## config.mk

```make
export PLATFORM = sky130hd
export DESIGN_NAME = mmcm_drp_sequencer
export DESIGN_NICKNAME = d
export VERILOG_FILES = /design/src/rtl/mmcm_drp_sequencer.sv
export SDC_FILE = /design/constraint.sdc
export NUM_CORES = 1
export LEC_CHECK = 0
export ABC_AREA = 0
export BUFFER_PORTS_ARGS = -buffer_cell sky130_fd_sc_hd__buf_4
export CORE_MARGIN = 4
export CORE_UTILIZATION = 55
export CTS_BUF_LIST = sky130_fd_sc_hd__clkbuf_16
export CTS_CLUSTER_DIAMETER = 120
export DETAILED_ROUTE_END_ITERATION = 6
export PLACE_DENSITY = 0.85
export SETUP_SLACK_MARGIN = 0.4
export SYNTH_ARGS = -nofsm -noshare
export SYNTH_HDL_FRONTEND = slang
export SYNTH_SLANG_ARGS = --single-unit
export TNS_END_PERCENT = 1
```

## constraint.sdc

```tcl
create_clock -name clk -period 4 [get_ports clk]
set_clock_uncertainty 0.05 [all_clocks]
set_input_delay 0.8 -clock clk [delete_from_list [all_inputs] [get_ports clk]]
set_output_delay 0.8 -clock clk [all_outputs]
set_load 0.02 [all_outputs]
```

## src/rtl/mmcm_drp_sequencer.sv

```systemverilog
// rtl/mmcm_drp_sequencer.sv - MMCM run-time reconfiguration through DRP with
// masked read-modify-write table, reset hold and lock-wait with timeouts.
module mmcm_drp_sequencer #(
  parameter int TBL_DEPTH    = 8,
  parameter int RST_SETTLE   = 4,
  parameter int DRDY_TIMEOUT = 64,
  parameter int LOCK_TIMEOUT = 65535
) (
  input  logic        clk,
  input  logic        resetn,
  input  logic        tbl_we,
  input  logic [2:0]  tbl_idx,
  input  logic [6:0]  tbl_addr,
  input  logic [15:0] tbl_mask,
  input  logic [15:0] tbl_data,
  input  logic [3:0]  num_entries,
  input  logic        start,
  output logic        busy,
  output logic        done,
  output logic [1:0]  err,
  output logic        locked_sync,
  output logic [6:0]  drp_daddr,
  output logic        drp_den,
  output logic        drp_dwe,
  output logic [15:0] drp_di,
  input  logic [15:0] drp_do,
  input  logic        drp_drdy,
  output logic        mmcm_rst,
  input  logic        mmcm_locked
);

  localparam int IDX_W = $clog2(TBL_DEPTH);
  localparam int RS_W  = $clog2(RST_SETTLE + 1);
  localparam int DT_W  = $clog2(DRDY_TIMEOUT + 1);
  localparam int LT_W  = $clog2(LOCK_TIMEOUT + 1);

  typedef enum logic [3:0] {
    IDLE, RST_HOLD, RD_REQ, RD_WAIT, WR_REQ, WR_WAIT, RELEASE, LOCK_WAIT, FINISH
  } state_t;

  state_t            state;
  logic [6:0]        addr_mem [TBL_DEPTH];
  logic [15:0]       mask_mem [TBL_DEPTH];
  logic [15:0]       data_mem [TBL_DEPTH];
  logic [IDX_W:0]    idx;
  logic [IDX_W:0]    n_q;
  logic [RS_W-1:0]   rs_cnt;
  logic [DT_W-1:0]   dt_cnt;
  logic [LT_W-1:0]   lt_cnt;
  logic              seen_low;
  logic              lock_meta;

  logic [IDX_W:0]    idx_nxt;
  logic [IDX_W:0]    n_clamp;
  logic [6:0]        cur_addr;
  logic [15:0]       cur_mask;
  logic [15:0]       cur_data;

  assign idx_nxt  = idx + (IDX_W+1)'(1);
  assign n_clamp  = (int'(num_entries) > TBL_DEPTH) ? (IDX_W+1)'(TBL_DEPTH)
                                                    : (IDX_W+1)'(num_entries);
  assign cur_addr = addr_mem[idx[IDX_W-1:0]];
  assign cur_mask = mask_mem[idx[IDX_W-1:0]];
  assign cur_data = data_mem[idx[IDX_W-1:0]];

  always_ff @(posedge clk) begin
    if (tbl_we && state == IDLE) begin
      addr_mem[tbl_idx] <= tbl_addr;
      mask_mem[tbl_idx] <= tbl_mask;
      data_mem[tbl_idx] <= tbl_data;
    end
  end

  always_ff @(posedge clk or negedge resetn) begin
    if (!resetn) begin
      lock_meta   <= 1'b0;
      locked_sync <= 1'b0;
    end else begin
      lock_meta   <= mmcm_locked;
      locked_sync <= lock_meta;
    end
  end

  always_ff @(posedge clk or negedge resetn) begin
    if (!resetn) begin
      state     <= IDLE;
      busy      <= 1'b0;
      done      <= 1'b0;
      err       <= 2'd0;
      drp_daddr <= 7'd0;
      drp_den   <= 1'b0;
      drp_dwe   <= 1'b0;
      drp_di    <= 16'd0;
      mmcm_rst  <= 1'b0;
      idx       <= '0;
      n_q       <= '0;
      rs_cnt    <= '0;
      dt_cnt    <= '0;
      lt_cnt    <= '0;
      seen_low  <= 1'b0;
    end else begin
      done    <= 1'b0;
      drp_den <= 1'b0;
      drp_dwe <= 1'b0;
      case (state)
        IDLE: if (start) begin
          state    <= RST_HOLD;
          busy     <= 1'b1;
          mmcm_rst <= 1'b1;
          err      <= 2'd0;
          rs_cnt   <= '0;
          idx      <= '0;
          n_q      <= n_clamp;
        end
        RST_HOLD: begin
          if (rs_cnt == RS_W'(RST_SETTLE - 1)) begin
            if (n_q == '0) begin
              state    <= RELEASE;
              mmcm_rst <= 1'b0;
              lt_cnt   <= '0;
              seen_low <= 1'b0;
            end else begin
              state     <= RD_REQ;
              drp_den   <= 1'b1;
              drp_daddr <= cur_addr;
            end
          end else begin
            rs_cnt <= rs_cnt + RS_W'(1);
          end
        end
        RD_REQ: begin
          state  <= RD_WAIT;
          dt_cnt <= DT_W'(1);
        end
        RD_WAIT: begin
          if (drp_drdy) begin
            state   <= WR_REQ;
            drp_den <= 1'b1;
            drp_dwe <= 1'b1;
            drp_di  <= (drp_do & cur_mask) | (cur_data & ~cur_mask);
          end else if (dt_cnt == DT_W'(DRDY_TIMEOUT - 1)) begin
            err      <= 2'd1;
            state    <= RELEASE;
            mmcm_rst <= 1'b0;
            lt_cnt   <= '0;
            seen_low <= 1'b0;
          end else begin
            dt_cnt <= dt_cnt + DT_W'(1);
          end
        end
        WR_REQ: begin
          state  <= WR_WAIT;
          dt_cnt <= DT_W'(1);
        end
        WR_WAIT: begin
          if (drp_drdy) begin
            if (idx_nxt == n_q) begin
              state    <= RELEASE;
              mmcm_rst <= 1'b0;
              lt_cnt   <= '0;
              seen_low <= 1'b0;
            end else begin
              idx       <= idx_nxt;
              state     <= RD_REQ;
              drp_den   <= 1'b1;
              drp_daddr <= addr_mem[idx_nxt[IDX_W-1:0]];
            end
          end else if (dt_cnt == DT_W'(DRDY_TIMEOUT - 1)) begin
            err      <= 2'd1;
            state    <= RELEASE;
            mmcm_rst <= 1'b0;
            lt_cnt   <= '0;
            seen_low <= 1'b0;
          end else begin
            dt_cnt <= dt_cnt + DT_W'(1);
          end
        end
        RELEASE: begin
          lt_cnt <= lt_cnt + LT_W'(1);
          if (err != 2'd0) begin
            state <= FINISH;
            done  <= 1'b1;
            busy  <= 1'b0;
          end else begin
            state <= LOCK_WAIT;
          end
        end
        // A high lock only counts once a low has been seen after release,
        // so the synchronizer's stale pre-reset value cannot end the wait.
        LOCK_WAIT: begin
          lt_cnt <= lt_cnt + LT_W'(1);
          if (!locked_sync) seen_low <= 1'b1;
          if (locked_sync && seen_low) begin
            state <= FINISH;
            done  <= 1'b1;
            busy  <= 1'b0;
          end else if (lt_cnt == LT_W'(LOCK_TIMEOUT - 1)) begin
            err   <= 2'd2;
            state <= FINISH;
            done  <= 1'b1;
            busy  <= 1'b0;
          end
        end
        FINISH: state <= IDLE;
        default: state <= IDLE;
      endcase
    end
  end

endmodule

```

* Word level (Yosys, flattened, before mapping)
Memory sizes are Yosys's and may differ from the RTL's. Index checks and enable logic that the tools add are counted. W data, S select, Z words.
Cells by class: add/subtract/negate cells 4, multiply operators 0, div/mod/pow operators 0, magnitude comparators 1, equal/unequal tests 28, shift operators 0, muxes and demuxes 70, bitwise operators 4, reductions and logical operators 29
Operators with widths (number):
- $mux W16 | 6
- $pmux W16 S4 | 1
- $mux W4 | 12
- $mux W7 | 6
- $and A16 B16 Y16 | 2
- $pmux W4 S8 | 1
- $ne A2 B2 Y1 const B | 14
- $pmux W7 S2 | 2
- $mux W1 | 25
- $reduce_and A6 Y1 | 3
- $add A16 B1 Y16 const B | 1
- $eq A16 B16 Y1 const B | 1
- $eq A4 B3 Y1 const B | 4
- $not A16 Y16 | 1
- $or A16 B16 Y16 | 1
- $mux W3 | 4
- $reduce_bool A4 Y1 | 3
- $mux W2 | 5
- $reduce_and A5 Y1 | 2
- $reduce_bool A2 Y1 | 5
- $reduce_and A3 Y1 | 3
- $eq A4 B2 Y1 const B | 2
- $logic_not A4 Y1 | 2
- $pmux W1 S4 | 2
- other kinds (20) | 28
Storage, ports and cells: register bits 71, latch bits 0, memory bits (writable) 312, ROM bits 0, input bits 68, output and inout port bits 31, word-level logic and storage cells 156, memories 3
Memories:
- data_mem | words 8, bits a word 16, read ports 1, clocked after memory_dff 0, write ports 1, RTL line 44 | logic [15:0] data_mem [TBL_DEPTH];
- mask_mem | words 8, bits a word 16, read ports 1, clocked after memory_dff 0, write ports 1, RTL line 43 | logic [15:0] mask_mem [TBL_DEPTH];
- addr_mem | words 8, bits a word 7, read ports 2, clocked after memory_dff 0, write ports 1, RTL line 42 | logic [6:0] addr_mem [TBL_DEPTH];

* Longest topological paths before layout
Gate-level depths: netlist of run 1.
word-level depth 5, gate-level depth with buffers 9, depth with buffers taken out 7

* Worst setup path before layout of run 1
Ideal clock, no wire load.
path kind flip-flop to flip-flop, from reg state[0], to mem addr_mem[1][0] (enable), library setup time 0.484 ns, data arrival time 3.816 ns, data required time 3.466 ns, setup slack -0.350 ns, cell stages (with the launch flop) 5, path buffers 1, clock period less this slack 4.350 ns, path through dfrtp_1 buf_2 nor4_2 nand3_1 nor3_1
On the way: longest elaborated chain between the ends 4
Ends and longest elaborated chain:
- start: declaration | RTL line 41 | state_t state;
- start signal: assignment | RTL line 86 | state <= IDLE;
- start signal: assignment | RTL line 107 | state <= RST_HOLD;
- start signal: assignment | RTL line 118 | state <= RELEASE;
- $logic_not A4 Y1 | RTL line 67 | if (tbl_we && state == IDLE) begin
- $logic_and A1 B1 Y1 | RTL line 67
- $mux W1 | RTL line 67
- $mux W1 (not written as such) | RTL line 68 | addr_mem[tbl_idx] <= tbl_addr;
- end: declaration | RTL line 42
No other way between the ends.

* Worst setup path after layout of run 1
from reg state[0], to mem mask_mem[7][3] (enable)
On the way: longest elaborated chain between the ends 4
Ends and longest elaborated chain:
- $logic_not A4 Y1 | RTL line 67
- $logic_and A1 B1 Y1 | RTL line 67
- $mux W1 | RTL line 67
- $mux W1 (not written as such) | RTL line 69 | mask_mem[tbl_idx] <= tbl_mask;
- end: declaration | RTL line 43
No other way between the ends.

==> results of run 1 <==
## sequential cells by signal (all words and copies together) (netlist names)
register	cells
lt_cnt	16
dt_cnt	7
err	2
lock_meta	1
n_q	4
drp_dwe	1
state	4
done	1
drp_den	1
drp_di	16
rs_cnt	3
mmcm_rst	1
seen_low	1
addr_mem	56
data_mem	128
drp_daddr	7
locked_sync	1
idx	4
mask_mem	128
busy	1
## worst max-delay path, delay by kind of cell (launching register included)
family / cells / cell delay [ns]
buffers and inverters: 1 / 0.35
flip-flops: 1 / 0.55
AND/OR/NAND/NOR: 3 / 1.85
## where the power goes
part / switching [mW] / internal, mW / total (mW)
Combinational: 1.48 / 1.23 / 2.71
Clock: 1.50 / 2.03 / 3.53
Sequential: 0.310 / 4.66 / 4.97
Total: 3.29 / 7.93 / 11.2
## final cells by class
cell class / instances / area (um2)
repair buffers: 120 / 901
multi-input cells: 454 / 4490
clock buffers: 40 / 1000
well taps: 378 / 473
inverters: 10 / 37.5
diodes: 1 / 2.50
fillers: 1846 / 9770
flip-flops and latches: 383 / 11200
clock inverters: 31 / 254
## per-stage QoR
stage | total power, mW | util, % | setup WS [ns]
3_3_place_gp | 7.62 | 60.7 | 1.05
2_1_floorplan | 6.92 | - | -0.344
3_5_place_dp | 7.74 | 60.7 | 0.911
5_1_grt | 11.7 | 65.2 | 0.695
6_report | 11.2 | 65.2 | 0.883
4_1_cts | 11.3 | 65.2 | 0.903
## layer usage
layer,part of all wire (%),track usage (%)
met5,0,0
met4,3.1,8.02
met3,8.1,4.41
met2,50,37.1
met1,39,30.3
## synthesized netlist by cell type (all sizes together) (3+ instances only)
master / count / area, um2
o22a: 10 / 87.6
and2: 6 / 37.5
nand2b: 9 / 56.3
nand3: 12 / 60.1
inv: 10 / 37.5
xor2: 7 / 61.3
mux4: 78 / 1760
nor2: 33 / 124
o311ai: 3 / 26.3
mux2: 18 / 203
ha: 6 / 75.1
nor3: 5 / 25.0
o21ai: 25 / 129
a22o: 4 / 35.0
mux2i: 54 / 541
a21oi: 22 / 110
edfxtp: 312 / 9370
nand4: 6 / 58.8
a22oi: 31 / 233
a211oi: 3 / 22.5
nand2: 39 / 146
nor2b: 6 / 37.5
o31ai: 16 / 120
xnor2: 6 / 52.6
and3: 5 / 31.3
clkbuf: 19 / 71.3
or2: 3 / 18.8
nor4: 3 / 25.0
dfrtp: 71 / 1780
buf: 27 / 151
a31oi: 12 / 75.1
## worst paths after layout
path | from | endpoint | slack (ns) | cells after the start
setup / recovery | state[0] | mask_mem[7][3] | 0.88 | 4
hold / removal | lock_meta | locked_sync | 0.30 | 0
setup reg to reg | state[0] | mask_mem[7][3] | 0.88 | 4
hold reg to reg | lock_meta | locked_sync | 0.30 | 0
max in group asynchronous | resetn | drp_daddr[5] | 2.77 | 2
min in group asynchronous | resetn | lt_cnt[10] | 0.31 | 1
## kinds of logic after synthesis
kind of cell / synth area share [%]
AOI/OAI and AO/OA: 6.35
muxes: 15.8
adders and majority gates: 0.474
buffers and inverters: 1.64
xor gates and xnor gates: 0.869
DFF: 70.4
and+or+nand+nor: 4.49
==> results, run 1 <==
- The hold violation total from the final report is 0.
- The total negative setup slack is 0 ns.
- The worst setup path is captured at a flip-flop.
- The tightest hold margin is 0.303 ns.
- The wire length reported by the detailed router is 34.9 mm.
- In this run the worst path has a maximum fanout of 21.
- After clock tree synthesis, the clock-pin slew on the worst setup and hold paths is 0.06 ns.
- For this run, design rule violations remaining after detail routing come to 0.
- Counting flops with a built-in enable in the synthesized netlist gives 312.
- The aggregate global-route resource usage is 22.5%.
- The initial antenna violation count was 1.
- For this design the ratio of total power to cell area is 613 nW/um2.
- The initial detailed-routing violation count is about 1000.
- The number of I/O pins is just under 100.
- The slowest stage of the critical path belongs to the cell sky130_fd_sc_hd__nor2_4.
- Hold repair after CTS inserted 0 buffers.
- The final weighted congestion of routability-driven global placement is 0.885.
- The TritonCTS clock tree is done.
- Yosys printed 0 warnings.
- The die is 178 um tall.
- The maximum frequency from static timing analysis is 321 MHz.
- The post-detailed-route via-to-cell ratio is 6.25.
- The post-layout minimum cycle time is 3.12 ns.
- At the pin with the least slew margin, the transition time is 1.04 ns.
- The synthesized cell area is 15800 um2.
- The number of cells in the design after placement is about 1300.
- Synthesis inferred 383 register bits.
- Setup repair after global routing left no endpoint under its margin.
- The maximum number of buffers from clock root to sink is 3.
- In the layout the commonest cells are sky130_fd_sc_hd__edfxtp_1, sky130_fd_sc_hd__buf_4, sky130_fd_sc_hd__mux4_2, sky130_fd_sc_hd__dfrtp_1, sky130_fd_sc_hd__mux2i_1.
- The share of synthesized area occupied by flip-flops and latches is 70.4%.
- The run finished with clean final reports.
- The number of H-tree levels is 2.
- The final-report setup violation count is 0.
- Once detail routing completed, the nets flagged for antenna violations numbered 0.
- The area growth from synthesis to final layout is 15.7%.
- The first global-routing pass estimated 53.9 mm of wire.
- The average routed wire per standard cell is about 25 um.
- For the worst setup path, the data arrival time is 3.29 ns.
- Summed over all cells, the static leakage comes to 6.31 nW.
- The die covers 31600 um2.
- The worst-case IR drop observed on VDD is 0.455 mV.
- The total congestion overflow is 0.
- Counting every net in the synthesized netlist gives between 900 and 1000.
- For this run, the detailed router's first-pass iteration total came to 6.
- The number of distinct standard cells referenced by the synthesized netlist is 62.
- The worst endpoint required time is 4.17 ns.
- The critical path's largest stage delay is 0.75 ns.
- The non-filler instance count after layout is 1417.
- The floorplan has around 60 rows.
- The clock net in this run drives a total of 383 sinks.
- The finished cells cover 18300 um2.
- The number of setup buffers added after CTS is 0.
- The final critical path takes up between 70% and 80% of the cycle.
- The tightest min-delay check is of the flip-flop to flip-flop type.
- In the synthesized netlist the dominant register cell turns out to be sky130_fd_sc_hd__edfxtp_1.
- The area inside the core boundary is 28100 um2.
- The die is 178 um wide.
- Detailed placement finished with a half-perimeter wire length of ~21 mm.
- The critical path goes through nor4_2 > nand3_1 > nor2_4 > buf_4.
- Clock tree synthesis selected as its root buffer the cell sky130_fd_sc_hd__clkbuf_16.
- Leaving out fill and tap cells, the most frequent cell in the layout is sky130_fd_sc_hd__edfxtp_1.
- Once the clock tree was built, the resizer swapped 0 gates to a different size.
- Max-cap violations in this run came to 0.
- The placed instances occupy a cell area of between 15000 and 20000 um2.
- The startpoint kind of the worst setup timing path is a flip-flop.
- The post-synthesis average cell area is between 15 and 20 um2.
- The count of port buffers added during placement is 98.
- Summing over every cut layer, the via total after detailed routing is 8858.
- Of the cells placed in the final design, the portion with a size suffix greater than 1 is 28.1%.
- The number of global-route vias before repair is 9176.
- The clock latency on the worst-skew pair is 0.53 ns.
- The layout net count is ~1100.
- The largest net degree at the start of global routing is 56.
- The worst setup path is of the flip-flop to flip-flop kind.
- The CTS buffer count is 40.
- The number of max-slew violations in the final report is 0.
- Headroom to the max-slew limit came out at between 30% and 40%.
- The initial core utilization is 56.4%.
- Of all flip-flops after synthesis, the portion carrying an async set or reset was 18.5%.
- The synthesized netlist cell count is 893.
Note: power is estimated with default switching activity, not from simulation.
==> run 2, diff against run 1 <==
--- a/config.mk
+++ b/config.mk
@@ -5,14 +5,14 @@
 export SDC_FILE = /design/constraint.sdc
 export NUM_CORES = 1
 export LEC_CHECK = 0
-export ABC_AREA = 0
+export ABC_AREA = 1
 export BUFFER_PORTS_ARGS = -buffer_cell sky130_fd_sc_hd__buf_4
 export CORE_MARGIN = 4
-export CORE_UTILIZATION = 55
+export CORE_UTILIZATION = 56
 export CTS_BUF_LIST = sky130_fd_sc_hd__clkbuf_16
 export CTS_CLUSTER_DIAMETER = 120
 export DETAILED_ROUTE_END_ITERATION = 6
-export PLACE_DENSITY = 0.85
+export PLACE_DENSITY = 0.83
 export SETUP_SLACK_MARGIN = 0.4
 export SYNTH_ARGS = -nofsm -noshare
 export SYNTH_HDL_FRONTEND = slang
==> constraint.sdc (replaced) <==
create_clock -name clk -period 2.9 [get_ports clk]
set_clock_uncertainty 0.05 [all_clocks]
set_input_delay 0.58 -clock clk [delete_from_list [all_inputs] [get_ports clk]]
set_output_delay 0.58 -clock clk [all_outputs]
set_load 0.02 [all_outputs]
==> results, run 2 <==
- Outcome: complete, no violations (unchanged).
- The number of max-slew violations in the final report is 0 (unchanged).
- The aggregate global-route resource usage is 25.3% (was 22.5%).
- The number of remaining DRC errors was 0 (unchanged).
- The number of distinct standard cells referenced by the synthesized netlist is 42 (was 62).
- The area growth from synthesis to final layout was 15.2% (was 15.7%).
- The xor/xnor cell area share of the yosys netlist is 0.206% (was 0.869%).
- The most frequent standard cell in the layout excluding fill and tap cells is sky130_fd_sc_hd__edfxtp_1 (unchanged).
- The most common cell in the netlist is sky130_fd_sc_hd__edfxtp_1 (unchanged).
- The area occupied by multi-input gates is 5180 um2 (was 4490 um2).
- The synthesized netlist cell count is 1621 (was 893).
- The post-route clock period utilization is 83.1% (was 77.9%).
- The total congestion overflow is 0 (unchanged).
- The TritonCTS clock tree was done (unchanged).
- The multiplexer share of the synthesized area is 0% (was 15.8%).
- Most frequent cells after synthesis: sky130_fd_sc_hd__edfxtp_1, sky130_fd_sc_hd__nand2_1, sky130_fd_sc_hd__nor2_1 (was sky130_fd_sc_hd__edfxtp_1, sky130_fd_sc_hd__mux4_2, sky130_fd_sc_hd__dfrtp_1).
- The most used flip-flop cell after synthesis is sky130_fd_sc_hd__edfxtp_1 (unchanged).
- The CTS buffer count is 39 (was 40).
- The clock-pin slew on the worst setup and hold paths came to 0.06 ns (about the same).
- The total negative setup slack is 0 ns (unchanged).
- The number of warnings printed during yosys synthesis is 0 (unchanged).
- The kind of path behind the tightest hold check is input port to async pin (was flip-flop to flip-flop).
- Unrepaired setup endpoints after global routing: yes (was no).
- The final antenna-violating net count is 0 (unchanged).
- The initial detailed-routing violation count was 1520 (was 1027).
- The largest net degree at the start of global routing is 128 (was 56).
- The register cell area after layout came to 11200 um2 (about the same).
- The area inside the core boundary is 29800 um2 (was 28100 um2).
- The count of port buffers added during placement is 98 (unchanged).
- The synthesized cell area came to 17000 um2 (was 15800 um2).
- The simple-gate portion of the synthesized area is 18.5% (was 4.49%).
- The headroom to the max-slew limit is 43.5% (was 30.5%).
- The clock latency on the worst-skew pair is 0.54 ns (was 0.53 ns).
- The layout net count is 1788 (was 1083).
- The compound-cell area share of the yosys netlist is 10.9% (was 6.35%).
- The final cell utilization of the core was 65.6% (was 65.2%).
- The number of cells traversed by the worst register-to-register path came to 9 (was 4).
- Most frequent cells in the layout: sky130_fd_sc_hd__edfxtp_1, sky130_fd_sc_hd__nand2_1, sky130_fd_sc_hd__nor2_1, sky130_fd_sc_hd__o21ai_0, sky130_fd_sc_hd__buf_4 (was sky130_fd_sc_hd__edfxtp_1, sky130_fd_sc_hd__buf_4, sky130_fd_sc_hd__mux4_2, sky130_fd_sc_hd__dfrtp_1, sky130_fd_sc_hd__mux2i_1).
- The number of buffers inserted for hold repair after clock tree synthesis is 0 (unchanged).
- The count of flip-flops with a built-in enable after synthesis is 312 (unchanged).
- The kind of end point of the critical path is a flip-flop (unchanged).
- The transition at the pin with the smallest max-transition slack came to 0.847 ns (was 1.04 ns).
- The fraction of registers with async set/reset came to 18.5% (unchanged).
- The total iterations of the first detailed-routing run was 6 (unchanged).
- The dominant cell type by area after synthesis is sky130_fd_sc_hd__edfxtp_1 (unchanged).
- The initial core utilization came to 56.9% (was 56.4%).
- The number of maximum-capacitance violations is 0 (unchanged).
- The hold violation total from the final report is 0 (unchanged).
- The endpoint arrival time on the critical path is 2.78 ns (was 3.29 ns).
- The wire length of the first global-routing pass came to 67.5 mm (was 53.9 mm).
- The half-perimeter wire length after placement is 26.3 mm (was 20.7 mm).
- The post-synthesis average cell area was 10.5 um2 (was 17.7 um2).
- The post-layout minimum cycle time is 2.41 ns (was 3.12 ns).
- The post-detailed-route via-to-cell ratio is 6.03 (was 6.25).
- The final-report setup violation count is 0 (unchanged).
- Registers with the most flip-flops: data_mem (128), mask_mem (128), addr_mem (56) (unchanged).
- The share of the synthesized area in the top cell type is 55.2% (was 59.2%).
- The horizontal die dimension is 182 um (was 178 um).
- The total nets after synthesis is 1695 (was 967).
- The final weighted congestion of routability-driven global placement is 0.892 (was 0.885).
- The cell at the root of the clock tree is sky130_fd_sc_hd__clkbuf_16 (unchanged).
- The setup fix buffers added after clock tree synthesis came to 0 (unchanged).
- The count of cells resized by post-cts repair is 0 (unchanged).
- The startpoint kind of the worst setup timing path is a flip-flop (unchanged).
- The largest voltage drop on the vdd net was 0.616 mV (was 0.455 mV).
- The total power per unit cell area is 795 nW/um2 (was 613 nW/um2).
- The number of I/O pins is 99 (unchanged).
- The total power was 15.5 mW (was 11.2 mW).
- The share of synthesized area occupied by flip-flops and latches is 65.7% (was 70.4%).
- The vertical die dimension is 182 um (was 178 um).
- Synth top area cells: sky130_fd_sc_hd__edfxtp_1, sky130_fd_sc_hd__dfrtp_1, sky130_fd_sc_hd__nand2_1 (was sky130_fd_sc_hd__edfxtp_1, sky130_fd_sc_hd__dfrtp_1, sky130_fd_sc_hd__mux4_2).
- The filler cell count came to 2140 (was 1846).
- The number of global-route vias before repair came to 12600 (was 9176).
- The average routed wire per standard cell is 20.0 um (was 24.6 um).
- The area enclosed by the die boundary was 33100 um2 (was 31600 um2).
- The maximum fanout along the worst path is 40 (was 21).
- The worst endpoint required time is 3.27 ns (was 4.17 ns).
- The clock sink count is 383 (unchanged).
- The number of rows in the core area came to 63 (was 61).
- The share of final-layout standard cells stronger than drive strength 1 was 14.3% (was 28.1%).
- The setup slack of the worst register-to-register path is 0.49 ns (was 0.88 ns).
- The static leakage power is 7.55 nW (was 6.31 nW).
- The maximum frequency from static timing analysis is 415 MHz (was 321 MHz).
- The number of H-tree levels was 2 (unchanged).
- The adder-cell share of the synthesized area is 0.442% (was 0.474%).
- The via count was 12900 (was 8858).
- The maximum number of buffers from clock root to sink was 3 (unchanged).
- The combinational family with the most area after synthesis is simple AND/OR/NAND/NOR gates (was multiplexers).
- The wire length reported by the detailed router came to 42.7 mm (was 34.9 mm).
- The critical path class is flip-flop to flip-flop (unchanged).
- The number of flip-flops and latches in the synthesized netlist is 383 (unchanged).
- The initial antenna violation count was 1 (unchanged).
[run 2: changes by cell type in the layout (fill, tap and decap cells not counted), moves of 62 or more]
cell                      change
sky130_fd_sc_hd__nand2_1    +251
sky130_fd_sc_hd__nor2_1     +216
sky130_fd_sc_hd__o21ai_0    +164
sky130_fd_sc_hd__nand3_1     +97
sky130_fd_sc_hd__mux4_2      -78
sky130_fd_sc_hd__inv_1       +62
[run 2: logic make-up (layout without fill, tap and decap cells)]
| logic type | Yosys count | after routing |
|---|---|---|
| adder cells (fa/ha/maj) | 6 | 6 |
| AO/OA/AOI/OAI | 332 | 332 |
| XOR/XNOR | 4 | 4 |
| buffers and inverters | 167 | 291 |
| flip-flops | 383 | 383 |
| other | 0 | 1 |
| AND/OR/NAND/NOR | 729 | 729 |
[run 2: per-layer routing]
| metal | track usage, % | share of wire [%] | vias to the layer above |
|---|---|---|---|
| li1 | - | - | 5864 |
| met1 | 34.2 | 39 | 6125 |
| met2 | 41.4 | 48 | 757 |
| met3 | 4.58 | 9.3 | 126 |
| met4 | 9.28 | 3.6 | 0 |
| met5 | 0 | 0 | - |
[run 2: through the flow]
stage	hold WS [ns]	instance area, um2	setup WS [ns]	std cells
after floorplan	0.234	17000	0.194	1621
after global placement	0.296	18300	0.581	2059
after detailed placement	0.292	18300	0.490	2059
after CTS	0.0950	19500	0.474	2131
after global routing	0.0935	19500	0.324	2136
final	0.108	19500	0.489	2136
[run 2: worst max-delay path, cell delays in order (launching register included)]
cell and delay, ns:
sky130_fd_sc_hd__dfrtp_4 0.66, sky130_fd_sc_hd__ha_1 0.41, sky130_fd_sc_hd__nor2_1 0.15, sky130_fd_sc_hd__o21ai_2 0.09
sky130_fd_sc_hd__nor2_4 0.14, sky130_fd_sc_hd__nand2_4 0.08, sky130_fd_sc_hd__nand3_4 0.10, sky130_fd_sc_hd__nand3_4 0.32
sky130_fd_sc_hd__nand2_1 0.18, sky130_fd_sc_hd__o21ai_2 0.07
[run 2: power by group]
part / total, mW / switching (mW) / internal, mW
Sequential: 6.71 / 0.328 / 6.38
Combinational: 3.94 / 2.68 / 1.26
Clock: 4.89 / 2.13 / 2.75
Total: 15.5 / 5.14 / 10.4
[run 2: path summary, 6_finish.rpt]
check	start	to
max	idx[0]	lt_cnt[2]
min	resetn	lock_meta
max reg2reg	idx[0]	lt_cnt[2]
min reg2reg	lock_meta	locked_sync
max in group asynchronous	resetn	drp_dwe
min in group clk	mmcm_locked	lock_meta
[run 2: area by class of cell]
class                           instances  share of cell area (%)
Sequential cell                       383                    57.0
Clock buffer                           39                    4.99
Clock inverter                         33                    1.36
Multi-Input combinational cell       1071                    26.5
Timing Repair Buffer                  135                    5.95
Inverter                               84                    1.64
Antenna cell                            1                  0.0128
Tap cell                              390                    2.50
==> run 3, diff against run 2 <==
==> constraint.sdc (replaced) <==
create_clock -name clk -period 2.33 [get_ports clk]
set_clock_uncertainty 0.05 [all_clocks]
set_input_delay 0.466 -clock clk [delete_from_list [all_inputs] [get_ports clk]]
set_output_delay 0.466 -clock clk [all_outputs]
set_load 0.02 [all_outputs]
==> results, run 3 (synthesized netlist as in run 2, its figures left out) <==
- The area enclosed by the die boundary is 33100 um2 (unchanged).
- The number of I/O pins is 99 (unchanged).
- The share of final-layout standard cells stronger than drive strength 1 is 17.5% (was 14.3%).
- The final weighted congestion of routability-driven global placement is 0.908 (was 0.892).
- The number of maximum-capacitance violations is 0 (unchanged).
- The layout net count is 1840 (was 1788).
- The slowest cell on the critical path is sky130_fd_sc_hd__dfrtp_1 (was sky130_fd_sc_hd__dfrtp_4).
- The kind of path behind the tightest hold check is input port to flip-flop (was input port to async pin).
- The combined buffer and inverter count along the critical path is 3 (was 0).
- The total power per unit cell area is 971 nW/um2 (was 795 nW/um2).
- The wire length of the first global-routing pass is 68.8 mm (was 67.5 mm).
- The number of rows in the core area was 63 (unchanged).
- The cell that appears most often on the critical path is sky130_fd_sc_hd__nor2_4.
- The cell type group with the largest total delay on the critical path was simple AND/OR/NAND/NOR gates (unchanged).
- The aggregate global-route resource usage is 26.0% (was 25.3%).
- The cell at the root of the clock tree is sky130_fd_sc_hd__clkbuf_16 (unchanged).
- The number of cells in the design after placement is 2076 (was 2059).
- The critical path's largest stage delay is 0.41 ns (was 0.66 ns).
- The number of cells traversed by the worst register-to-register path was 8 (was 9).
- The relative contribution of the clock network to total power is 28.6% (was 31.4%).
- The total congestion overflow is 0 (unchanged).
- The TritonCTS clock tree is done (unchanged).
- The count of port buffers added during placement is 98 (unchanged).
- The post-detailed-route via-to-cell ratio was 6.01 (was 6.03).
- The via count is 13200 (was 12900).
- The post-layout minimum cycle time came to 2.07 ns (was 2.41 ns).
- The total iterations of the first detailed-routing run is 5 (was 6).
- The maximum fanout along the worst path is 11 (was 40).
- The logic depth of the worst setup path including buffers came to 8 (was 9).
- The critical path class is flip-flop to flip-flop (unchanged).
- The wire length reported by the detailed router is 45.7 mm (was 42.7 mm).
- The instance count along the most critical hold path is 1.
- The switching power is 6.66 mW (was 5.14 mW).
- The half-perimeter wire length after placement came to 26.6 mm (was 26.3 mm).
- The clock sink count came to 383 (unchanged).
- The transition at the pin with the smallest max-transition slack is 0.546 ns (was 0.847 ns).
- The combinational group share of total power came to 29.3% (was 25.4%).
- Outcome: complete, no violations (unchanged).
- Chain of cells forming the critical path: nor2_4 > inv_4 > nor2_4 > inv_4 > nor2_4 > nand2_4 > nor3_4 > buf_4 (was ha_1 > nor2_1 > o21ai_2 > nor2_4 > nand2_4 > nand3_4 > nand3_4 > nand2_1 > o21ai_2).
- The power share of the sequential group is 42.1% (was 43.2%).
- The number of max-slew violations in the final report came to 0 (unchanged).
- The startpoint kind of the worst setup timing path is a flip-flop (unchanged).
- The filler cell count is 2019 (was 2140).
- The switching portion of total power was 33.9% (was 33.1%).
- The area growth from synthesis to final layout is 19.2% (was 15.2%).
- The headroom to the max-slew limit is 63.6% (was 43.5%).
- The clock-pin slew on the worst setup and hold paths was 0.06 ns (about the same).
- The hold violation total from the final report was 0 (unchanged).
- Registers with the most flip-flops: data_mem (128), mask_mem (128), addr_mem (56) (unchanged).
- The initial antenna violation count is 0 (was 1).
- The worst endpoint required time is 2.50 ns (was 3.27 ns).
- The CTS buffer count was 39 (unchanged).
- The area inside the core boundary is 29800 um2 (unchanged).
- The post-route clock period utilization is 88.6% (was 83.1%).
- The largest net degree at the start of global routing is 99 (was 128).
- The post-layout worst setup margin is 0.265 ns (was 0.489 ns).
- The initial core utilization is 56.9% (unchanged).
- The number of H-tree levels is 2 (unchanged).
- The final-report setup violation count is 0 (unchanged).
- The most frequent standard cell in the layout excluding fill and tap cells is sky130_fd_sc_hd__edfxtp_1 (unchanged).
- The worst setup slack before clock tree synthesis is 0.0836 ns (was 0.490 ns).
- The number of remaining DRC errors is 0 (unchanged).
- The static leakage power came to 7.89 nW (was 7.55 nW).
- The maximum number of buffers from clock root to sink is 3 (unchanged).
- The non-filler instance count after layout came to 2187 (was 2136).
- Unrepaired setup endpoints after global routing: yes (unchanged).
- The tightest hold margin is 0.109 ns (was 0.108 ns).
- The initial detailed-routing violation count is 1583 (was 1520).
- The horizontal die dimension is 182 um (unchanged).
- The vertical die dimension is 182 um (unchanged).
- The final antenna-violating net count is 0 (unchanged).
- The endpoint arrival time on the critical path is 2.24 ns (was 2.78 ns).
- The register cell area after layout is 11200 um2 (about the same).
- Most frequent cells in the layout: sky130_fd_sc_hd__edfxtp_1, sky130_fd_sc_hd__nand2_1, sky130_fd_sc_hd__nor2_1, sky130_fd_sc_hd__o21ai_0, sky130_fd_sc_hd__buf_4 (unchanged).
- The cell-internal power is 13.0 mW (was 10.4 mW).
- The largest voltage drop on the vdd net came to 0.596 mV (was 0.616 mV).
- The area occupied by multi-input gates is 5350 um2 (was 5180 um2).
- The clock latency on the worst-skew pair came to 0.54 ns (about the same).
- The number of global-route vias before repair is 12700 (was 12600).
- The average routed wire per standard cell is 20.9 um (was 20.0 um).
- The maximum frequency from static timing analysis is 484 MHz (was 415 MHz).
- The kind of end point of the critical path is a flip-flop (unchanged).
[run 3: changes by cell type in the layout (fill, tap and decap cells not counted), moves of 6 or more]
cell                      previous run  this run
sky130_fd_sc_hd__nand2_2            11        17
sky130_fd_sc_hd__nand2_1           290       279
sky130_fd_sc_hd__buf_4             123       150
sky130_fd_sc_hd__nor2_4              6        12
sky130_fd_sc_hd__buf_6               0         7
[run 3: what timing repair did]
action | 4_1_cts | 5_1_grt
endpoints found under the setup margin | 347 | 371
gates cloned | 4 | 6
hold buffers | 2 | 0
gates resized for setup | 16 | 34
pin swaps | 4 | 14
buffers inserted | 12 | 15
hold endpoints to repair | 34 | 0
[run 3: metal layers]
layer / GRT usage [%] / wire length (um) / vias up
met4: 8.74 / 1780 / 0
met1: 34.8 / 17300 / 6229
li1: - / - / 5997
met2: 43.2 / 22300 / 774
met3: 4.88 / 4330 / 154
met5: 0 / 0 / -
[run 3: worst paths after layout]
kind / startpoint / endpoint / slack [ns]
max: state[3] / data_mem[1][14] / 0.26
min: tbl_addr[0] / addr_mem[2][0] / 0.11
max reg2reg: state[3] / data_mem[1][14] / 0.26
min reg2reg: lock_meta / locked_sync / 0.31
max in group asynchronous: resetn / drp_di[0] / 1.21
min in group asynchronous: resetn / dt_cnt[4] / 0.39
[run 3: power groups by stage]
stage	logic (mW)	registers (mW)	clock network (mW)
CTS	5.24	8.25	5.66
floorplan	3.21	8.57	0
finish	5.76	8.27	5.62
global placement	4.87	8.37	0
detailed placement	4.99	8.39	0
global route	6.27	8.32	6.01
[run 3: stage by stage]
stage	utilization (%)	total power [mW]	setup TNS (ns)	area, um2
2_1_floorplan	-	11.8	-52.67	17100
3_3_place_gp	61.9	13.2	0	18400
3_5_place_dp	61.9	13.4	0	18400
4_1_cts	66.6	19.1	0	19800
5_1_grt	67.9	20.6	0	20200
6_report	67.9	19.6	0	20200
[run 3: cell type report]
cell class | count | area share (%)
Sequential cell | 383 | 55.1
Clock buffer | 39 | 4.82
Tap cell | 390 | 2.41
Inverter | 84 | 1.61
Timing Repair Buffer | 184 | 8.74
Clock inverter | 32 | 0.829
Multi-Input combinational cell | 1074 | 26.5
Antenna cell | 1 | 0.0124
